===== src/rtl/segscan_decoder_if.sv =====
// Bus between the display-scanner side and the segscan decoder: the sampled
// scan lines, the frame-buffer read port and the status/error outputs.
interface segscan_decoder_if;
   logic [11:0] sel;
   logic [13:0] segm;
   logic [3:0]  rd_addr;
   logic [3:0]  rd_data;
   logic        clr_err;
   logic        in_sync;
   logic        frame_done;
   logic [7:0]  frame_cnt;
   logic        err_sel;
   logic        err_glyph;

   // Scanner / host side: drives the scan lines, read address and clear.
   modport master (
      output sel, segm, rd_addr, clr_err,
      input  rd_data, in_sync, frame_done, frame_cnt, err_sel, err_glyph
   );

   // Decoder side.
   modport slave (
      input  sel, segm, rd_addr, clr_err,
      output rd_data, in_sync, frame_done, frame_cnt, err_sel, err_glyph
   );
endinterface


===== src/rtl/segscan_decoder.sv =====
// Receive-side decoder for the 12-digit multiplexed 14-segment display bus.
// Samples digit-select and segment lines, follows the scan sequence, decodes
// each glyph to a 4-bit character code and publishes every complete, clean
// frame into a 12-entry visible buffer with a registered read port.
module segscan_decoder (
   input  logic               clk,
   input  logic               rst,
   segscan_decoder_if.slave   bus
);

   localparam int unsigned NDIG     = 12;
   localparam logic [3:0]  LAST_POS = 4'd11;
   localparam logic [3:0]  CODE_BAD = 4'd15;

   // Glyph patterns, bit 13 = segment a.
   localparam logic [13:0] GLYPH_SPACE = 14'b00000000000000;
   localparam logic [13:0] GLYPH_0     = 14'b11111100001001;
   localparam logic [13:0] GLYPH_1     = 14'b01100000001000;
   localparam logic [13:0] GLYPH_8     = 14'b11111111000000;
   localparam logic [13:0] GLYPH_A     = 14'b11101111000000;
   localparam logic [13:0] GLYPH_B     = 14'b11110001010010;
   localparam logic [13:0] GLYPH_E     = 14'b10011110000000;
   localparam logic [13:0] GLYPH_F     = 14'b10001110000000;
   localparam logic [13:0] GLYPH_L     = 14'b00011100000000;
   localparam logic [13:0] GLYPH_S     = 14'b10110111000000;

   typedef enum logic {
      SYNC = 1'b0,
      RUN  = 1'b1
   } state_t;

   // Scan tracking
   state_t      state, state_nxt;
   logic [3:0]  pos, pos_nxt;
   logic [11:0] s_sel;
   logic [13:0] s_segm;
   logic [11:0] expect_sel;
   logic        sync_hit;

   // Decode / write control
   logic [3:0]  code;
   logic        glyph_bad;
   logic        wr_en;
   logic [3:0]  wr_pos;
   logic        sel_err;
   logic        clean, clean_nxt;
   logic        commit_req, commit_pend;

   // Buffers and registered outputs
   logic [3:0]  shadow  [NDIG];
   logic [3:0]  visible [NDIG];
   logic [3:0]  rd_data_q;
   logic        frame_done_q;
   logic [7:0]  frame_cnt_q;
   logic        err_sel_q;
   logic        err_glyph_q;
   logic        in_sync_c;

   assign expect_sel = 12'd1 << pos;
   assign sync_hit   = (s_sel == 12'h001);

   // Input stage: every decision below uses these registered copies.
   // NOTE: sequential state is assigned with non-blocking (<=) so every flop
   // samples pre-edge values regardless of block evaluation order.
   always_ff @(posedge clk or posedge rst) begin
      if (rst) begin
         s_sel  <= '0;
         s_segm <= '0;
      end else begin
         s_sel  <= bus.sel;
         s_segm <= bus.segm;
      end
   end

   // Exact-match glyph decode; anything unrecognised maps to code 15.
   // NOTE: every always_comb output gets a default first, so no path can
   // leave it unassigned and infer a latch.
   always_comb begin
      code      = 4'd0;
      glyph_bad = 1'b0;
      case (s_segm)
         GLYPH_SPACE: code = 4'd0;
         GLYPH_0:     code = 4'd1;
         GLYPH_1:     code = 4'd2;
         GLYPH_8:     code = 4'd3;
         GLYPH_A:     code = 4'd4;
         GLYPH_B:     code = 4'd5;
         GLYPH_E:     code = 4'd6;
         GLYPH_F:     code = 4'd7;
         GLYPH_L:     code = 4'd8;
         GLYPH_S:     code = 4'd9;
         default: begin
            code      = CODE_BAD;
            glyph_bad = 1'b1;
         end
      endcase
   end

   // FSM state register: scan state and expected digit position.
   always_ff @(posedge clk or posedge rst) begin
      if (rst) begin
         state <= SYNC;
         pos   <= '0;
      end else begin
         state <= state_nxt;
         pos   <= pos_nxt;
      end
   end

   // FSM next state: follow the one-hot scan, drop to SYNC on any deviation.
   // A deviating sample that is exactly digit 0 restarts the frame at once.
   always_comb begin
      state_nxt = state;
      pos_nxt   = pos;
      wr_en     = 1'b0;
      wr_pos    = '0;
      sel_err   = 1'b0;
      case (state)
         SYNC: begin
            if (sync_hit) begin
               wr_en     = 1'b1;
               wr_pos    = '0;
               pos_nxt   = 4'd1;
               state_nxt = RUN;
            end
         end
         RUN: begin
            if (s_sel == expect_sel) begin
               wr_en   = 1'b1;
               wr_pos  = pos;
               pos_nxt = (pos == LAST_POS) ? 4'd0 : pos + 4'd1;
            end else begin
               sel_err = 1'b1;
               if (sync_hit) begin
                  wr_en     = 1'b1;
                  wr_pos    = '0;
                  pos_nxt   = 4'd1;
                  state_nxt = RUN;
               end else begin
                  pos_nxt   = '0;
                  state_nxt = SYNC;
               end
            end
         end
         default: begin
            pos_nxt   = '0;
            state_nxt = SYNC;
         end
      endcase
   end

   // FSM outputs.
   always_comb begin
      in_sync_c = (state == RUN);
   end

   // Frame-clean tracking: restarts at digit 0, cleared by any bad glyph.
   always_comb begin
      clean_nxt  = clean;
      commit_req = 1'b0;
      if (wr_en) begin
         clean_nxt  = ((wr_pos == 4'd0) ? 1'b1 : clean) & ~glyph_bad;
         commit_req = (wr_pos == LAST_POS) & clean & ~glyph_bad;
      end
   end

   // Shadow write and clean flag; commit request is held for one cycle so
   // the last digit lands in the shadow before it is copied out.
   // NOTE: both buffers are reset explicitly because a reset must read back
   // as spaces; a plain RAM macro could not be used here for that reason.
   always_ff @(posedge clk or posedge rst) begin
      if (rst) begin
         for (int i = 0; i < NDIG; i++) shadow[i] <= '0;
         clean       <= 1'b0;
         commit_pend <= 1'b0;
      end else begin
         if (wr_en) shadow[wr_pos] <= code;
         clean       <= clean_nxt;
         commit_pend <= commit_req;
      end
   end

   // Commit: copy shadow to visible, count the frame and pulse frame_done.
   always_ff @(posedge clk or posedge rst) begin
      if (rst) begin
         for (int i = 0; i < NDIG; i++) visible[i] <= '0;
         frame_done_q <= 1'b0;
         frame_cnt_q  <= '0;
      end else begin
         frame_done_q <= commit_pend;
         if (commit_pend) begin
            for (int i = 0; i < NDIG; i++) visible[i] <= shadow[i];
            frame_cnt_q <= frame_cnt_q + 8'd1;
         end
      end
   end

   // Registered read port; out-of-range addresses read as space.
   always_ff @(posedge clk or posedge rst) begin
      if (rst) begin
         rd_data_q <= '0;
      end else if (bus.rd_addr < 4'd12) begin
         rd_data_q <= visible[bus.rd_addr];
      end else begin
         rd_data_q <= '0;
      end
   end

   // Sticky error flags; a new error in the clearing cycle keeps the flag set.
   always_ff @(posedge clk or posedge rst) begin
      if (rst) begin
         err_sel_q   <= 1'b0;
         err_glyph_q <= 1'b0;
      end else begin
         err_sel_q   <= (err_sel_q & ~bus.clr_err) | sel_err;
         err_glyph_q <= (err_glyph_q & ~bus.clr_err) | (wr_en & glyph_bad);
      end
   end

   assign bus.rd_data    = rd_data_q;
   assign bus.in_sync    = in_sync_c;
   assign bus.frame_done = frame_done_q;
   assign bus.frame_cnt  = frame_cnt_q;
   assign bus.err_sel    = err_sel_q;
   assign bus.err_glyph  = err_glyph_q;

endmodule


===== src/flat_wrapper.sv =====
// flat-port wrapper written by rule: the top's interface ports become plain ports
module segscan_decoder_flat 
  (clk, rst, bus_sel, bus_segm, bus_rd_addr, bus_clr_err, bus_rd_data, bus_in_sync, bus_frame_done, bus_frame_cnt, bus_err_sel, bus_err_glyph);
  segscan_decoder_if bus_i ();
  input  logic clk;
  input  logic rst;
  input wire logic [$bits(bus_i.sel)-1:0] bus_sel;
  input wire logic [$bits(bus_i.segm)-1:0] bus_segm;
  input wire logic [$bits(bus_i.rd_addr)-1:0] bus_rd_addr;
  input wire logic [$bits(bus_i.clr_err)-1:0] bus_clr_err;
  output wire logic [$bits(bus_i.rd_data)-1:0] bus_rd_data;
  output wire logic [$bits(bus_i.in_sync)-1:0] bus_in_sync;
  output wire logic [$bits(bus_i.frame_done)-1:0] bus_frame_done;
  output wire logic [$bits(bus_i.frame_cnt)-1:0] bus_frame_cnt;
  output wire logic [$bits(bus_i.err_sel)-1:0] bus_err_sel;
  output wire logic [$bits(bus_i.err_glyph)-1:0] bus_err_glyph;
  assign bus_i.sel = bus_sel;
  assign bus_i.segm = bus_segm;
  assign bus_i.rd_addr = bus_rd_addr;
  assign bus_i.clr_err = bus_clr_err;
  assign bus_rd_data = bus_i.rd_data;
  assign bus_in_sync = bus_i.in_sync;
  assign bus_frame_done = bus_i.frame_done;
  assign bus_frame_cnt = bus_i.frame_cnt;
  assign bus_err_sel = bus_i.err_sel;
  assign bus_err_glyph = bus_i.err_glyph;
  segscan_decoder u_core (.clk(clk), .rst(rst), .bus(bus_i));
endmodule

===== config.mk =====
export PLATFORM = sky130hd
export DESIGN_NAME = segscan_decoder_flat
export DESIGN_NICKNAME = d
export VERILOG_FILES = /design/src/rtl/segscan_decoder_if.sv /design/src/rtl/segscan_decoder.sv /design/src/flat_wrapper.sv
export SDC_FILE = /design/constraint.sdc
export NUM_CORES = 1
export LEC_CHECK = 0
export CAP_MARGIN = 20
export CELL_PAD_IN_SITES_DETAIL_PLACEMENT = 2
export CELL_PAD_IN_SITES_GLOBAL_PLACEMENT = 2
export CORE_AREA = 2 2 144 104
export DETAILED_ROUTE_END_ITERATION = 16
export DIE_AREA = 0 0 146 106
export PLACE_DENSITY_LB_ADDON = 0.25
export SLEW_MARGIN = 15
export SYNTH_ARGS = -nofsm -noshare
export SYNTH_HDL_FRONTEND = slang
export SYNTH_SLANG_ARGS = --single-unit

===== constraint.sdc =====
create_clock -name clk -period 11.7 [get_ports clk]
set_clock_uncertainty 0.05 [all_clocks]
set_input_delay 1.17 -clock clk [delete_from_list [all_inputs] [get_ports clk]]
set_output_delay 1.17 -clock clk [all_outputs]
set_load 0.02 [all_outputs]

==> results.toml <==
[worst_setup_path]
worstReg2RegEnd = "u_core.shadow[13]"
crit_type = "reg -> reg"
r2r_slack_ns = 7.77
critPathLaunch = "u_core.pos[0]"
start_kind = "flip-flop"
end_kind = "flip-flop"
reg2reg_from = "u_core.pos[0]"
crit_fanout = 14
arrival_ns = 4.19
endpoint = "u_core.shadow[13]"
worstPathRequired_ns = 11.95
rr_worst_depth = 8

[synth]
ys.flop_type = "dfrtp_1"
async_flop_share_pct = 100
synth-edff-count = 0
yosysSeqAreaShare_pct = 57.8
synth-seq-cells = 144
synth_nets = 478
synth_compound_area_share_pct = 4.11
synthSimpleGateAreaFrac_pct = 10.5
postSynthCellCount = 438
yosysWarnings = 0
syn_avg_cell_area_um2 = 14.2
synth_area_um2 = 6230
synth_fa_ha_area_share_pct = 1.40
ys_types = 56
synth_top_family_by_area = "multiplexers"
synth_mux_area_share_pct = 22.8
synth_xor_area_share_pct = 1.40

[finish]
antennaDiodeCount = 0
syn2layout_area_growth_pct = 21.6
drive_gt1_share_pct = 29.1
stdcell_count = 697
fillCellCount = 1340
fin_nets = 530
utilization_pct = 53.2
fin_area_um2 = 7580

[grt]
grt_pass1_vias = 4507
overflow = 0
track_usage_pct = 23.4
grt_pass1_wl_um = 26900
grt_max_degree = 75
antenna_found_initial = 0

[timing]
post-route-period-util_pct = 33.6
whs_ns = 0.381
rsz0062_at_grt = "no"
fmax_mhz = 254
max-slew-margin-rel_pct = 26.0
timing.setup.tns_ns = 0
max_slew.worst_pin.slew_ns = 1.10
final-hold-violation-count = 0
period_minus_slack_ns = 3.93
final_max_slew_viol_count = 0
setup_violations = 0

[route]
detail_route.vias_per_cell = 5.63
ant_nets = 0
wl_um = 16600
wl_per_cell_um = 23.9
via_count = 3923
drt_iter0_markers = 178
drc = 0
dr.pass1.iters = 4

[clock_tree]
cts.clk_slew.worst_paths_ns = 0.06
cts_buffer_depth = 2
cts_tree = "yes"
post-cts-setup-buffers = 0
clockRootBuffer = "clkbuf_16"
cts_sinks = 144
cts_buffers = 17
cts_hold_buf = 0
ctsResizeCount = 0
h-tree-depth = 4
clk_latency_ns = 0.42

[die]
die_w_um = 146
die_y_um = 106
core-area_um2 = 14300
row_count = 37
start_util_pct = 43.7
boundaryPins = 49
dieArea_um2 = 15500

[place]
place_area_um2 = 6900
dpl.hpwl_um = 10500
gp_congestion = 0.784
dp_cells = 665
io_buffers = 48

[pwr]
powerDensity_nw_per_um2 = 154
p_leak_nw = 3.53
ir_worst_vdd_mv = 0.0889

[outcome]
outcome = "completed"

[flow_run]
drv_cap = 0

[hold_path]
hold_path.class = "reg -> reg"
-- Yosys cell counts, types with 2 or more instances --
| library cell | count | area [um2] |
|---|---|---|
| a22o_1 | 3 | 26.3 |
| nor3_1 | 4 | 20.0 |
| inv_1 | 10 | 37.5 |
| nand3_1 | 8 | 40.0 |
| dfrtp_1 | 144 | 3600 |
| nor4_1 | 6 | 37.5 |
| nand4_1 | 11 | 68.8 |
| o211ai_1 | 2 | 15.0 |
| xnor2_1 | 7 | 61.3 |
| o22ai_1 | 3 | 18.8 |
| nor3b_1 | 2 | 15.0 |
| nand2_1 | 13 | 48.8 |
| mux2_1 | 9 | 101 |
| nor4_4 | 2 | 42.5 |
| buf_1 | 3 | 11.3 |
| nand3_2 | 4 | 40.0 |
| nand2b_1 | 5 | 31.3 |
| xor2_1 | 3 | 26.3 |
| ha_1 | 7 | 87.6 |
| clkbuf_1 | 11 | 41.3 |
| nand3b_1 | 6 | 45.0 |
| a21oi_1 | 5 | 25.0 |
| buf_6 | 2 | 22.5 |
| o21ai_0 | 12 | 60.1 |
| mux2i_1 | 6 | 60.1 |
| and3_1 | 3 | 18.8 |
| nor2b_1 | 2 | 12.5 |
| and4b_1 | 3 | 30.0 |
| mux2_2 | 88 | 991 |
| or3_1 | 6 | 37.5 |
| nor2_1 | 11 | 41.3 |
| mux4_2 | 12 | 270 |
| buf_2 | 2 | 10.0 |
-- through the flow --
stage	total power, mW	worst slack [ns]
6_report	1.16	7.77
5_1_grt	1.20	7.60
4_1_cts	1.18	7.79
3_5_place_dp	0.552	7.89
3_3_place_gp	0.550	8.02
2_1_floorplan	0.532	6.61
-- routing by layer --
| metal | share of wire (%) | track usage [%] |
|---|---|---|
| met3 | 3.5 | 5.28 |
| met4 | 1.4 | 7.56 |
| met1 | 45 | 31.4 |
| met5 | 0 | 0 |
| met2 | 50 | 38.3 |
-- critical path: stages (launching register included) --
cell      delay [ns]
dfrtp_1         0.52
ha_1            0.36
ha_1            0.25
nand2b_1        0.07
a222oi_1        0.28
nand4_1         0.31
nor4_4          1.04
nand4_1         0.51
mux2_2          0.43
-- area by class of cell --
type / instances / area, um2 / share of cell area (%)
well taps: 195 / 244 / 3.22
flip-flops and latches: 144 / 3600 / 47.5
clock inverters: 10 / 206 / 2.72
clock buffers: 21 / 470 / 6.20
repair buffers: 51 / 507 / 6.68
multi-input cells: 266 / 2510 / 33.1
inverters: 10 / 42.5 / 0.561
-- how the worst min path moves through the flow --
stage	from	endpoint	depth (start not counted)
2_1_floorplan	u_core.commit_pend	u_core.bus.frame_done	0
3_3_place_gp	u_core.commit_pend	u_core.bus.frame_done	0
3_5_place_dp	u_core.commit_pend	u_core.bus.frame_done	0
4_1_cts	u_core.commit_pend	u_core.bus.frame_done	0
5_1_grt	u_core.commit_pend	u_core.bus.frame_done	0
6_report	u_core.commit_pend	u_core.bus.frame_done	0
-- cells in the final DEF (no fill, tap or decap), drive strengths merged, types with 6 or more instances in the layout --
| cell | Yosys | layout |
|---|---|---|
| inv | 10 | 10 |
| nor4 | 8 | 8 |
| mux2i | 6 | 6 |
| or3 | 6 | 6 |
| nand3 | 13 | 13 |
| clkdlybuf4s50 | 0 | 48 |
| mux4 | 12 | 12 |
| ha | 7 | 7 |
| xnor2 | 7 | 7 |
| clkbuf | 11 | 21 |
| mux2 | 97 | 97 |
| nand3b | 6 | 6 |
| nand4 | 12 | 12 |
| nand2 | 13 | 13 |
| nor2 | 11 | 11 |
| dfrtp | 144 | 144 |
| nand2b | 6 | 6 |
| o21ai | 12 | 12 |
| bufinv | 0 | 6 |
-- registers in the layout (all words and copies together) (netlist names) --
signal and count:
u_core.clean 1, u_core.s_sel 12, u_core.visible 48, u_core.bus.err_glyph 1, u_core.bus.rd_data 4, u_core.pos 4, u_core.bus.frame_done 1, u_core.commit_pend 1
u_core.shadow 48, u_core.bus.frame_cnt 8, u_core.bus.in_sync 1, u_core.bus.err_sel 1, u_core.s_segm 14
-- logic make-up after synthesis --
| logic type | Yosys count |
|---|---|
| DFF | 144 |
| muxes | 115 |
| and+or+nand+nor | 96 |
| AOI/OAI and AO/OA | 38 |
| buffers and inverters | 28 |
| xor gates and xnor gates | 10 |
| adders and majority gates | 7 |
-- power by group --
group	switching, mW	internal, mW	total, mW
clock network	0.207	0.415	0.622
registers	0.00605	0.503	0.509
logic	0.0189	0.0150	0.0339
total	0.231	0.933	1.16
(Power assumes the default switching activity.)
